File: src/rtl/uart_cmd_pkg.sv
// -----------------------------------------------------------------------------
// uart_cmd_pkg
// Shared constants for the UART command scheduler: frame opcodes, pad byte,
// response codes, FSM state encoding and the trigger-mask decode helper.
// -----------------------------------------------------------------------------
package uart_cmd_pkg;

   localparam logic [7:0] OP_SET   = 8'h53;
   localparam logic [7:0] OP_TRIG  = 8'h5C;
   localparam logic [7:0] PAD_BYTE = 8'h00;
   localparam logic [7:0] RESP_ACK = 8'hA5;
   localparam logic [7:0] RESP_NAK = 8'h15;

   typedef enum logic [2:0] {
      IDLE   = 3'd0,
      S_PAD  = 3'd1,
      S_CH   = 3'd2,
      S_VAL  = 3'd3,
      T_MASK = 3'd4,
      EXEC   = 3'd5,
      RESP   = 3'd6
   } state_t;

   // A zero mask is shorthand for "all four channels".
   function automatic logic [3:0] trig_sel(input logic [7:0] mask);
      return (mask == 8'h00) ? 4'hF : mask[3:0];
   endfunction

endpackage

File: src/rtl/uart_trig_pulse.sv
// -----------------------------------------------------------------------------
// uart_trig_pulse
// One trigger channel: a start strobe (re)loads a down-counter, and the pulse
// output is high while the counter is non-zero.
//   clk      : system clock
//   nrst     : asynchronous active-low reset
//   i_start  : one-cycle start strobe; restarts the full width if already busy
//   o_pulse  : trigger output, high for exactly PULSE_CYCLES cycles
// -----------------------------------------------------------------------------
module uart_trig_pulse #(
   parameter int PULSE_CYCLES = 12
) (
   input  logic clk,
   input  logic nrst,
   input  logic i_start,
   output logic o_pulse
);

   localparam int CW = $clog2(PULSE_CYCLES + 1);

   logic [CW-1:0] r_cnt;

   always_ff @(posedge clk or negedge nrst) begin
      if (!nrst) begin
         r_cnt <= '0;
      end else if (i_start) begin
         r_cnt <= CW'(PULSE_CYCLES);
      end else if (r_cnt != '0) begin
         r_cnt <= r_cnt - 1'b1;
      end
   end

   assign o_pulse = (r_cnt != '0);

endmodule

File: src/rtl/uart_cmd_sched.sv
// -----------------------------------------------------------------------------
// uart_cmd_sched
// Parses SET (53 00 CH VAL) and TRIG (5C MASK) frames from a UART receiver,
// writes channel value registers, fires per-channel trigger pulses and returns
// an ACK (A5) or NAK (15) byte to the UART transmitter.
//   clk, nrst                 : clock, asynchronous active-low reset
//   rx_data, rx_valid         : received byte and its one-cycle strobe
//   tx_data, tx_valid,tx_ready: response byte handshake
//   trigout_ch0..3            : trigger pulses
//   vctrout_ch0..3            : channel value registers
//   overrun                   : sticky, set when a byte arrives in EXEC/RESP
//   o_dbg_state               : current FSM state, for observation
//
// Handshake: tx_valid is high for the whole RESP state and tx_data is held
// stable until a cycle with tx_valid && tx_ready; that cycle is the transfer
// and the FSM returns to IDLE on it. rx_valid has no back-pressure: bytes
// arriving while busy (EXEC/RESP) are dropped and flagged in overrun.
// -----------------------------------------------------------------------------
module uart_cmd_sched
   import uart_cmd_pkg::*;
#(
   parameter int TRIG_PULSE_CYCLES = 12,
   parameter int FRAME_TIMEOUT     = 5000
) (
   input  logic       clk,
   input  logic       nrst,
   input  logic [7:0] rx_data,
   input  logic       rx_valid,
   output logic [7:0] tx_data,
   output logic       tx_valid,
   input  logic       tx_ready,
   output logic       trigout_ch0,
   output logic       trigout_ch1,
   output logic       trigout_ch2,
   output logic       trigout_ch3,
   output logic [7:0] vctrout_ch0,
   output logic [7:0] vctrout_ch1,
   output logic [7:0] vctrout_ch2,
   output logic [7:0] vctrout_ch3,
   output logic       overrun,
   output state_t     o_dbg_state
);

   localparam int TW = $clog2(FRAME_TIMEOUT + 1);

   state_t        r_state;
   state_t        w_state_nxt;
   logic          r_bad;       // frame has failed a validity check
   logic          r_is_set;    // current frame is SET (else TRIG)
   logic [1:0]    r_ch;
   logic [7:0]    r_val;
   logic [7:0]    r_mask;
   logic [7:0]    r_tx_data;
   logic [TW-1:0] r_timer;
   logic [7:0]    r_vctr [4];
   logic          r_overrun;

   logic          w_in_frame;
   logic          w_timeout;
   logic          w_tx_load;
   logic [7:0]    w_tx_byte;
   logic          w_wr_en;
   logic [3:0]    w_start;
   logic [3:0]    w_trig;

   assign w_in_frame = (r_state == S_PAD) || (r_state == S_CH) ||
                       (r_state == S_VAL) || (r_state == T_MASK);

   // A byte arriving on the last allowed cycle still wins over the timeout.
   assign w_timeout = w_in_frame && !rx_valid && (r_timer == TW'(FRAME_TIMEOUT - 1));

   // ---------------- FSM state register ----------------
   always_ff @(posedge clk or negedge nrst) begin
      if (!nrst) r_state <= IDLE;
      else       r_state <= w_state_nxt;
   end

   // ---------------- FSM next state / control ----------------
   always_comb begin
      w_state_nxt = r_state;
      w_tx_load   = 1'b0;
      w_tx_byte   = RESP_NAK;
      w_wr_en     = 1'b0;
      w_start     = 4'h0;
      unique case (r_state)
         IDLE: begin
            if (rx_valid) begin
               if (rx_data == OP_SET)       w_state_nxt = S_PAD;
               else if (rx_data == OP_TRIG) w_state_nxt = T_MASK;
            end
         end
         S_PAD:  if (rx_valid) w_state_nxt = S_CH;
         S_CH:   if (rx_valid) w_state_nxt = S_VAL;
         S_VAL:  if (rx_valid) w_state_nxt = EXEC;
         T_MASK: if (rx_valid) w_state_nxt = EXEC;
         EXEC: begin
            w_tx_load   = 1'b1;
            w_tx_byte   = r_bad ? RESP_NAK : RESP_ACK;
            w_wr_en     = !r_bad && r_is_set;
            w_start     = (!r_bad && !r_is_set) ? trig_sel(r_mask) : 4'h0;
            w_state_nxt = RESP;
         end
         RESP:    if (tx_ready) w_state_nxt = IDLE;
         default: w_state_nxt = IDLE;
      endcase
      if (w_timeout) begin
         w_state_nxt = RESP;
         w_tx_load   = 1'b1;
         w_tx_byte   = RESP_NAK;
      end
   end

   // ---------------- datapath ----------------
   always_ff @(posedge clk or negedge nrst) begin
      if (!nrst) begin
         r_bad     <= 1'b0;
         r_is_set  <= 1'b0;
         r_ch      <= 2'd0;
         r_val     <= 8'h00;
         r_mask    <= 8'h00;
         r_tx_data <= 8'h00;
         r_timer   <= '0;
         r_overrun <= 1'b0;
         for (int i = 0; i < 4; i++) r_vctr[i] <= 8'h00;
      end else begin
         // Idle-gap counter: cleared by every accepted byte and outside frames.
         if (!w_in_frame || rx_valid) r_timer <= '0;
         else                         r_timer <= r_timer + 1'b1;

         unique case (r_state)
            IDLE: if (rx_valid) begin
               r_bad    <= 1'b0;
               r_is_set <= (rx_data == OP_SET);
            end
            S_PAD: if (rx_valid) r_bad <= r_bad | (rx_data != PAD_BYTE);
            S_CH: if (rx_valid) begin
               r_ch  <= rx_data[1:0];
               r_bad <= r_bad | (rx_data > 8'd3);
            end
            S_VAL: if (rx_valid) r_val <= rx_data;
            T_MASK: if (rx_valid) begin
               r_mask <= rx_data;
               r_bad  <= r_bad | (rx_data[7:4] != 4'h0);
            end
            default: ;
         endcase

         if (w_tx_load) r_tx_data <= w_tx_byte;
         if (w_wr_en)   r_vctr[r_ch] <= r_val;
         if (rx_valid && ((r_state == EXEC) || (r_state == RESP))) r_overrun <= 1'b1;
      end
   end

   // ---------------- trigger channels ----------------
   for (genvar g = 0; g < 4; g++) begin : g_trig
      uart_trig_pulse #(
         .PULSE_CYCLES(TRIG_PULSE_CYCLES)
      ) u_trig (
         .clk     (clk),
         .nrst    (nrst),
         .i_start (w_start[g]),
         .o_pulse (w_trig[g])
      );
   end

   assign tx_data     = r_tx_data;
   assign tx_valid    = (r_state == RESP);
   assign trigout_ch0 = w_trig[0];
   assign trigout_ch1 = w_trig[1];
   assign trigout_ch2 = w_trig[2];
   assign trigout_ch3 = w_trig[3];
   assign vctrout_ch0 = r_vctr[0];
   assign vctrout_ch1 = r_vctr[1];
   assign vctrout_ch2 = r_vctr[2];
   assign vctrout_ch3 = r_vctr[3];
   assign overrun     = r_overrun;
   assign o_dbg_state = r_state;

endmodule
File: config.mk
export PLATFORM = sky130hd
export DESIGN_NAME = uart_cmd_sched
export DESIGN_NICKNAME = d
export VERILOG_FILES = /design/src/rtl/uart_cmd_pkg.sv /design/src/rtl/uart_trig_pulse.sv /design/src/rtl/uart_cmd_sched.sv
export SDC_FILE = /design/constraint.sdc
export NUM_CORES = 1
export LEC_CHECK = 0
export BUFFER_PORTS_ARGS = -buffer_cell sky130_fd_sc_hd__buf_4
export CORE_ASPECT_RATIO = 2
export CORE_MARGIN = 2
export CORE_UTILIZATION = 41
export CTS_CLUSTER_DIAMETER = 200
export DETAILED_ROUTE_END_ITERATION = 8
export SLEW_MARGIN = 20
export SYNTH_ARGS = -nofsm -noshare
export SYNTH_HDL_FRONTEND = slang
export SYNTH_SLANG_ARGS = --single-unit
File: constraint.sdc
create_clock -name clk -period 2.8 [get_ports clk]
set_clock_uncertainty 0.2 [all_clocks]
set_input_delay 0.28 -clock clk [delete_from_list [all_inputs] [get_ports clk]]
set_output_delay 0.28 -clock clk [all_outputs]
set_load 0.1 [all_outputs]
After elaboration in Yosys (flattened, before gate mapping)

Cells that the tools add are included.

$add $sub $neg: 5
$lt $le $gt $ge: 3
Eq/ne operators: 19
Multiplexer cells: 35
Bitwise gates (word level): 4
Reduce and logical (&&, ||, !) cells: 35

Operators by type and width:

| kind                  | number |
|---|---|
| $mux 4                | 11 |
| $bwmux 32             | 1 |
| $mux 8                | 4 |
| $mux 3                | 8 |
| $reduce_bool 4->1     | 6 |
| $pmux 3 s6            | 1 |
| $demux 8 s2           | 1 |
| $eq 8x7->1 const B    | 2 |
| $sub 4x1->4 const B   | 4 |
| $add 13x1->13 const B | 1 |
| $eq 13x13->1 const B  | 1 |
| $mux 13               | 1 |
| $eq 3x3->1 const B    | 3 |
| $ne 3x3->1 const B    | 3 |
| $gt 8x2->1 const B    | 1 |
| $logic_not 8->1       | 1 |
| $ne 2x2->1 const B    | 4 |
| $reduce_and 2->1      | 4 |
| $reduce_bool 2->1     | 4 |
| $reduce_bool 8->1     | 1 |
| $mux 1                | 7 |
| $eq 3x2->1 const B    | 2 |
| $logic_and 1x1->1     | 6 |
| $ne 3x1->1 const B    | 2 |
| other kinds (13)      | 22 |

Flip-flop bits (word level): 93
Bits of input ports: 12
Output and inout port bits: 49
Logic and storage cells: 118

Longest topological paths before layout

Gate-level depths: netlist of the first run.

Word-level depth: 8
Depth in mapped cells: 7
Gate-level depth less buffers: 6

Hierarchy

From an unflattened synthesis of the first run, not the netlist that was laid out.

Cells, all modules: 341
Area, all modules: 4149.0 µm²

By module, submodules not included:

| module          | instances | cells each | area each (µm²) | sequential area each (µm²) |
|---|---|---|---|---|
| uart_cmd_sched  | 1         | 253        | 3178.0          | 1801.7 |
| uart_trig_pulse | 4         | 22         | 242.7           | 100.1 |

Worst setup path before layout of the first run

OpenSTA, ideal clock, no wires.

Kind: register to output
Start: register r_state[2], in the netlist o_dbg_state[2]
End: output port tx_valid
Data arrival time: 2166 ps
Required time: 2320 ps
Path slack: 154 ps
Stages on the path, launching flop included: 3
Buffers on the path: 1
Cells stage by stage: dfrtp_1 > clkbuf_1 > and3b_1

Cells in the longest elaborated chain, start to end: 1

RTL lines:

| item                   | line                  | source |
|---|---|---|
| start, declared        | uart_cmd_sched.sv:46  | `state_t r_state;` |
| start signal, assigned | uart_cmd_sched.sv:75  | `else r_state <= w_state_nxt;` |
| $eq 3x3->1             | uart_cmd_sched.sv:167 | `assign tx_valid = (r_state == RESP);` |
| end, declared          | uart_cmd_sched.sv:30  | `output logic tx_valid,` |

No other way between the ends.

Final worst setup path of the first run

Start: register r_state[2], in the netlist o_dbg_state[2]
End: register r_vctr (netlist bit vctrout_ch0[0])

Cells in the longest elaborated chain, start to end: 2

RTL lines:

| item                          | line                  | source |
|---|---|---|
| $eq 3x3->1                    | uart_cmd_sched.sv:85  | `unique case (r_state)` |
| $mux 1                        | uart_cmd_sched.sv:85  |  |
| end signal, assigned by index | uart_cmd_sched.sv:149 | `if (w_wr_en) r_vctr[r_ch] <= r_val;` |
| end, declared                 | uart_cmd_sched.sv:55  | `logic [7:0] r_vctr [4];` |

No other way between the ends.
A chain may end at the register's enable or synchronous reset.

==> results of run 1 <==
## per-layer routing
layer  track usage [%]  vias up  share of wire [%]
li1                  -     1330                  -
met1              20.2     1361                 39
met2              29.8       47                 56
met3              3.89       14                3.0
met4              7.14        0                2.3
met5                 0        -                  0
## final cells by class
class                           instances  area, sq um
Tap cell                              132          165
Clock buffer                           11          243
Inverter                               16         60.1
Clock inverter                          5         41.3
Fill cell                             885         4690
Timing Repair Buffer                   67          533
Sequential cell                        88         2200
Multi-Input combinational cell        228         1760
## layout by cell type, fill, tap and decap left out, types with 3 or more instances in the layout
cell type / Yosys / routed
xnor2_1: 12 / 12
buf_4: 5 / 59
nand3b_1: 5 / 5
xor2_1: 6 / 6
nor3_1: 6 / 6
conb_1: 1 / 3
a21oi_1: 4 / 4
inv_1: 16 / 16
mux2_4: 8 / 8
nand2_1: 26 / 26
dlygate4sd3_1: 0 / 7
o21a_1: 4 / 4
clkbuf_16: 0 / 9
or3_1: 5 / 5
nor4_1: 7 / 7
or4_1: 4 / 4
ha_1: 9 / 9
nor2_1: 29 / 29
a211oi_1: 3 / 3
mux2_2: 40 / 40
o21ai_0: 13 / 13
nor4bb_1: 4 / 4
dfrtp_1: 88 / 88
nand3_1: 7 / 7
## logic make-up (layout without fill, tap and decap cells)
group | count (synthesis) | after routing | share of synthesized area [%]
xor+xnor | 18 | 18 | 3.85
compound gates | 37 | 37 | 5.96
simple gates | 112 | 112 | 16.0
fa+ha+maj | 9 | 9 | 2.75
mux | 49 | 49 | 14.2
buf+inv | 29 | 99 | 3.30
flops | 88 | 88 | 53.8
other cells | 1 | 3 | 0.0917
## worst register-to-register path: cells and delay by family, from the launching register on
family | cells | cell delay [ns]
DFF | 1 | 0.67
muxes | 1 | 0.40
and+or+nand+nor | 2 | 0.96
## final timing paths
check                               startpoint  depth (start not counted)                        end
min in group asynchronous                 nrst                          2             vctrout_ch2[0]
worst min-delay path                rx_data[2]                          2                   r_val[2]
worst min register to register      r_timer[0]                          1                 r_timer[0]
worst max register to register  o_dbg_state[2]                          3             vctrout_ch0[0]
max in group asynchronous                 nrst                          3  g_trig[0].u_trig.r_cnt[1]
worst max-delay path            o_dbg_state[2]                          3             vctrout_ch0[0]
## repair_timing
action | CTS | global route
gates resized for setup | 0 | 0
endpoints found under the hold margin | 56 | 0
hold buffers | 7 | 0
## sequential cells by signal (all words and copies together) (netlist names)
| signal | count |
|---|---|
| r_bad | 1 |
| r_val | 8 |
| o_dbg_state | 3 |
| r_timer | 13 |
| overrun | 1 |
| vctrout_ch2 | 8 |
| r_is_set | 1 |
| r_mask | 8 |
| r_ch | 2 |
| vctrout_ch0 | 8 |
| vctrout_ch1 | 8 |
| tx_data | 3 |
| vctrout_ch3 | 8 |
| g_trig.u_trig.r_cnt | 16 |
## power groups by stage
stage / Clock [mW] / Combinational, mW / Sequential [mW]
after global placement: 0 / 1.69 / 1.93
after global routing: 1.21 / 1.89 / 1.98
after detailed placement: 0 / 1.72 / 1.95
after CTS: 1.16 / 1.74 / 1.92
after floorplan: 0 / 1.14 / 2.12
final: 1.13 / 1.72 / 1.92
==> summary.txt, run 1 <==
I/O Pins -> 61
Final Critical Period -> 2.34 ns
Crit-path leading delay family -> simple AND/OR/NAND/NOR gates
Die height -> 145 um
Initial core utilization -> 42.2%
Share of layout cells above drive strength 1 -> 31.6%
Area leader, netlist -> dfrtp_1
Max Root-Sink Buffers -> 2
Maximum clock rate -> 427 MHz
WL final -> 8.52 mm
Critical Path Source Type -> flip-flop
Worst Path Max Fanout -> 18
ANT nets after route -> 0
Seq/Total Area, Yosys -> 53.8%
Residual DRC -> 0
Post-synth top flop -> dfrtp_1
Final setup TNS -> 0 ns
Final Cycle Share -> 83.6%
DR vias -> 2,752
First-pass GRT wire length -> 14.3 mm
Flop pwr share -> 40.3%
Remaining global-route overflow -> 0
Vias in the first global route -> 2,875
Setup crit end kind -> flip-flop
Max-cap check violation count -> 0
Post-CTS setup buffer count -> 0
Dpl cell area -> 4650 sq um
Antenna violations before repair -> 0
CTS tree -> built
Final Wtd Congestion -> 0.805
Core Area -> 9700 sq um
GRT Util Overall -> 17.4%
Final Cell Area -> 5010 sq um
Post-Route Utilization -> 51.6%
Synth top area share -> 53.8%
Layout Nets -> 431
Hold crit path type -> input port to flip-flop
CTS buffer count -> 9
Largest net degree at the start of global routing -> 48
Worst Path Class, Setup -> flip-flop to flip-flop
Die X-Extent -> 74.6 um
Pwr/cell area -> 952 nW/um^2
Final Max Slew Viols -> 0
Combinational share of power -> 36.0%
P_leak -> 2.40 nW
CTS root buffer -> clkbuf_16
Unique cell type count in the Yosys netlist -> 51
Dpl cells -> 524
Clk network pwr share -> 23.7%
Buffers on Ports -> 57
Diodes inserted -> 0
Non-Filler Instances -> 547
Final setup fails -> 0
Avg Vias per Cell -> 5.03
TritonRoute pass-1 iters -> 4
HPWL after DPL -> 6.36 mm
RSZ-0062 raised after global routing -> false
Top-count cell post-synth -> dfrtp_1
Synth Area per Inst -> 11.9 sq um
Slew @ Worst Pin -> 0.668 ns
VDD IR max -> 0.388 mV
Reg2Reg Setup Slack -> 0.46 ns
Sw Ratio -> 40.9%
Relative slew slack -> 55.1%
Synth area leaders -> dfrtp_1, mux2_2, mux2_4
WL per Instance -> 15.6 um
Clock sinks -> 88
Hold_ws -> 0.0136 ns
CP arrival -> 2.36 ns
Die ar. -> 10,800 sq um
Ys async rst share -> 100%
Slowest library cell on the worst path -> or4_1
Count of final hold-check violations -> 0
Row cnt -> 51
Clock-pin transition on the worst setup and hold timing paths -> 0.06 ns
YS warnings -> 0
Sw Pwr -> 1.95 mW
Synthesis-to-layout area growth -> 22.4%
Run status -> complete, no violations
Crit-path cells -> nand4bb_4, or4_1, mux2_4
Top post-synthesis cells by count -> dfrtp_1, mux2_2, nor2_1, nand2_1, inv_1
Final setup margin -> 0.460 ns
Syn Std Cell Area -> 4090 sq um
Clk_lat worst skew -> 0.33 ns
Setup WS pre-CTS -> 0.464 ns
H-tree depth -> 3
Synth Register Bits -> 88
Critical path buffer and inverter count -> 0
Worst endpoint required time -> 2.82 ns
Mapped Cells -> 343
EDFF count, synth -> 0
Internal power -> 2.82 mW
Final total power -> 4.77 mW
DR iter-0 viols -> 111
Slowest stage delay, CP -> 0.72 ns
Power figures use the tool's default switching activity.
==> run 2: changes to the inputs <==
Settings changed: ABC_AREA set to 1.
Clock period 2.8 ns to 2.25 ns, I/O delays scaled along.
==> summary.txt, run 2 <==
Run status -> complete, no violations
Synth area leaders -> dfrtp_1, nand2_1, inv_1
Avg Vias per Cell -> 4.85 (-3.7%)
YS warnings -> 0 (unchanged)
WL final -> 9.06 mm (+6.3%)
Core Area -> 10,100 sq um (+4.0%)
Clock sinks -> 88 (unchanged)
Final Wtd Congestion -> 0.807 (+0.17%)
Die X-Extent -> 76.1 um (+1.9%)
Most frequent cells in the layout -> nand2_1, dfrtp_1, inv_1, buf_4, nor2_1
Resized Gates After CTS -> 0 (unchanged)
H-tree depth -> 3 (unchanged)
Vias in the first global route -> 3,258 (+13%)
Relative slew slack -> 61.8% (+6.7 points)
Reg2Reg Setup Slack -> 0.37 ns (-0.09 ns)
EDFF count, synth -> 0 (unchanged)
CTS root buffer -> clkbuf_16
Pwr/cell area -> 1250 nW/um^2 (+31%)
Final setup TNS -> 0 ns (unchanged)
Syn Std Cell Area -> 4260 sq um (+4.0%)
Clk_lat worst skew -> 0.33 ns (about the same)
GRT Util Overall -> 17.5% (+0.054 points)
Synthesis-to-layout area growth -> 21.4%
Seq/Total Area, Yosys -> 51.7% (-2.1 points)
Internal power -> 3.78 mW (+34%)
Crit-path leading delay family -> simple AND/OR/NAND/NOR gates
Top-count cell post-synth -> nand2_1
Share of layout cells above drive strength 1 -> 22.6% (-9.0 points)
CTS buffer count -> 9 (unchanged)
Synth top area share -> 51.7% (-2.1 points)
Top flop regs -> g_trig.u_trig.r_cnt (16), r_timer (13)
Row cnt -> 52 (+2.0%)
Final Max Slew Viols -> 0 (unchanged)
Antenna violations before repair -> 0 (unchanged)
Max-cap check violation count -> 0 (unchanged)
Flop pwr share -> 35.3% (-5.0 points)
Residual DRC -> 0 (unchanged)
Crit-path cells -> inv_1, o21ai_1, nor2_2, nand2_2, nand2_1, nand2_1, nand2_1
WL per Instance -> 13.4 um (-14%)
Area leader, netlist -> dfrtp_1
Slowest library cell on the worst path -> dfrtp_2
Unique cell type count in the Yosys netlist -> 31 (-39%)
RSZ-0062 raised after global routing -> false
Hold crit path type -> input port to flip-flop
Count of final hold-check violations -> 0 (unchanged)
I/O Pins -> 61 (unchanged)
Slew @ Worst Pin -> 0.571 ns (-0.0974 ns)
Mapped Cells -> 472 (+38%)
Largest net degree at the start of global routing -> 36 (-25%)
Clock-pin transition on the worst setup and hold timing paths -> 0.06 ns (about the same)
Critical path buffer and inverter count -> 1 (+1)
Most frequent cell on the critical path -> nand2_1
Combinational share of power -> 38.2% (+2.2 points)
Final Cell Area -> 5170 sq um (+3.2%)
Setup crit end kind -> flip-flop
P_leak -> 2.52 nW (+5.2%)
CTS tree -> built
ANT nets after route -> 0 (unchanged)
Dpl cell area -> 4780 sq um (+2.7%)
Critical Path Source Type -> flip-flop
Post-CTS setup buffer count -> 0 (unchanged)
Worst endpoint required time -> 2.32 ns (-0.50 ns)
Final setup fails -> 0 (unchanged)
CP arrival -> 1.95 ns (-0.41 ns)
First-pass GRT wire length -> 15.5 mm (+8.2%)
Worst Path Max Fanout -> 11 (-7)
DR iter-0 viols -> 178 (+60%)
Slowest stage delay, CP -> 0.48 ns (-0.24 ns)
Sw Ratio -> 41.4% (+0.52 points)
Die height -> 148 um (+1.9%)
Remaining global-route overflow -> 0 (unchanged)
Hold_ws -> 0.00766 ns (-0.00596 ns)
Buffers on Ports -> 57 (unchanged)
Max Root-Sink Buffers -> 2 (unchanged)
Final Critical Period -> 1.88 ns (-0.463 ns)
Most common cell after layout, fill and taps aside -> nand2_1
Layout Nets -> 556 (+29%)
Top post-synthesis cells by count -> nand2_1, dfrtp_1, inv_1, nor2_1, o21ai_0
Dpl cells -> 655 (+25%)
Post-synth top flop -> dfrtp_1
DR vias -> 3,272 (+19%)
Initial core utilization -> 42.2% (about the same)
Largest register FFs -> 16 (unchanged)
Maximum clock rate -> 533 MHz (+25%)
Ys async rst share -> 100% (unchanged)
Synth Area per Inst -> 9.02 sq um (-24%)
Die ar. -> 11,300 sq um (+3.9%)
Worst Path Class, Setup -> flip-flop to flip-flop
Final Cycle Share -> 83.4% (-0.14 points)
Clk network pwr share -> 26.5% (+2.8 points)
Most flops, register -> g_trig.u_trig.r_cnt
TritonRoute pass-1 iters -> 4 (unchanged)
VDD IR max -> 1.13 mV (+190%)
Sw Pwr -> 2.67 mW (+37%)
HPWL after DPL -> 6.95 mm (+9.3%)
Synth Register Bits -> 88 (unchanged)
Diodes inserted -> 0 (unchanged)
Non-Filler Instances -> 675 (+23%)
run 2: per-layer routing:
metal / wire length, um / GRT usage (%) / up-vias
met1: 3530 / 19.1 / 1554
met5: 0 / 0 / -
met3: 309 / 3.16 / 11
met2: 5030 / 32.9 / 68
li1: - / - / 1639
met4: 187 / 7.36 / 0
run 2: area by class of cell:
cell class	instances	area, sq um
fill	973	4920
sequential	88	2200
multi-input combinational	311	1720
timing repair buffer	63	495
clock buffer	11	243
inverter	62	235
tap	135	169
clock inverter	5	104
run 2: path summary, 6_finish.rpt:
| path | start | end | cells after the start |
|---|---|---|---|
| worst max-delay path | o_dbg_state[2] | tx_data[4] | 7 |
| worst min-delay path | rx_data[5] | r_val[5] | 3 |
| worst max register to register | o_dbg_state[2] | tx_data[4] | 7 |
| worst min register to register | r_timer[0] | r_timer[0] | 1 |
| max in group asynchronous | nrst | vctrout_ch3[3] | 3 |
| min in group asynchronous | nrst | tx_data[5] | 2 |
run 2: repair_timing:
action | CTS | global route
endpoints found under the hold margin | 34 | 0
setup endpoints to repair | 0 | 0
hold buffers | 4 | 0
run 2: power groups by stage:
| stage | sequential [mW] | clock [mW] | combinational (mW) |
|---|---|---|---|
| 2_1_floorplan | 2.66 | 0 | 1.60 |
| 3_3_place_gp | 2.29 | 0 | 2.44 |
| 3_5_place_dp | 2.31 | 0 | 2.50 |
| 4_1_cts | 2.28 | 1.75 | 2.51 |
| 5_1_grt | 2.34 | 1.82 | 2.75 |
| 6_report | 2.28 | 1.71 | 2.47 |
run 2: logic make-up (layout without fill, tap and decap cells):
kind of cell / after synthesis / after routing / synth area share (%)
and+or+nand+nor: 204 / 204 / 22.5
DFF: 88 / 88 / 51.7
AOI/OAI and AO/OA: 85 / 85 / 12.6
buffers and inverters: 75 / 141 / 8.38
xor gates and xnor gates: 10 / 10 / 2.06
adders and majority gates: 9 / 9 / 2.65
other: 1 / 3 / 0.0881
run 2: tightest hold or removal path: cells and delay by family:
| kind | cells | cell delay, ns |
|---|---|---|
| AOI/OAI and AO/OA | 1 | 0.15 |
| buffers and inverters | 2 | 0.13 |
run 2: metrics by stage:
step | util, % | setup slack, ns | power (mW)
4_1_cts | 51.2 | 0.367 | 6.54
3_3_place_gp | 47.4 | 0.455 | 4.73
5_1_grt | 51.2 | 0.171 | 6.91
2_1_floorplan | - | 0.0311 | 4.26
3_5_place_dp | 47.4 | 0.377 | 4.81
6_report | 51.2 | 0.373 | 6.46
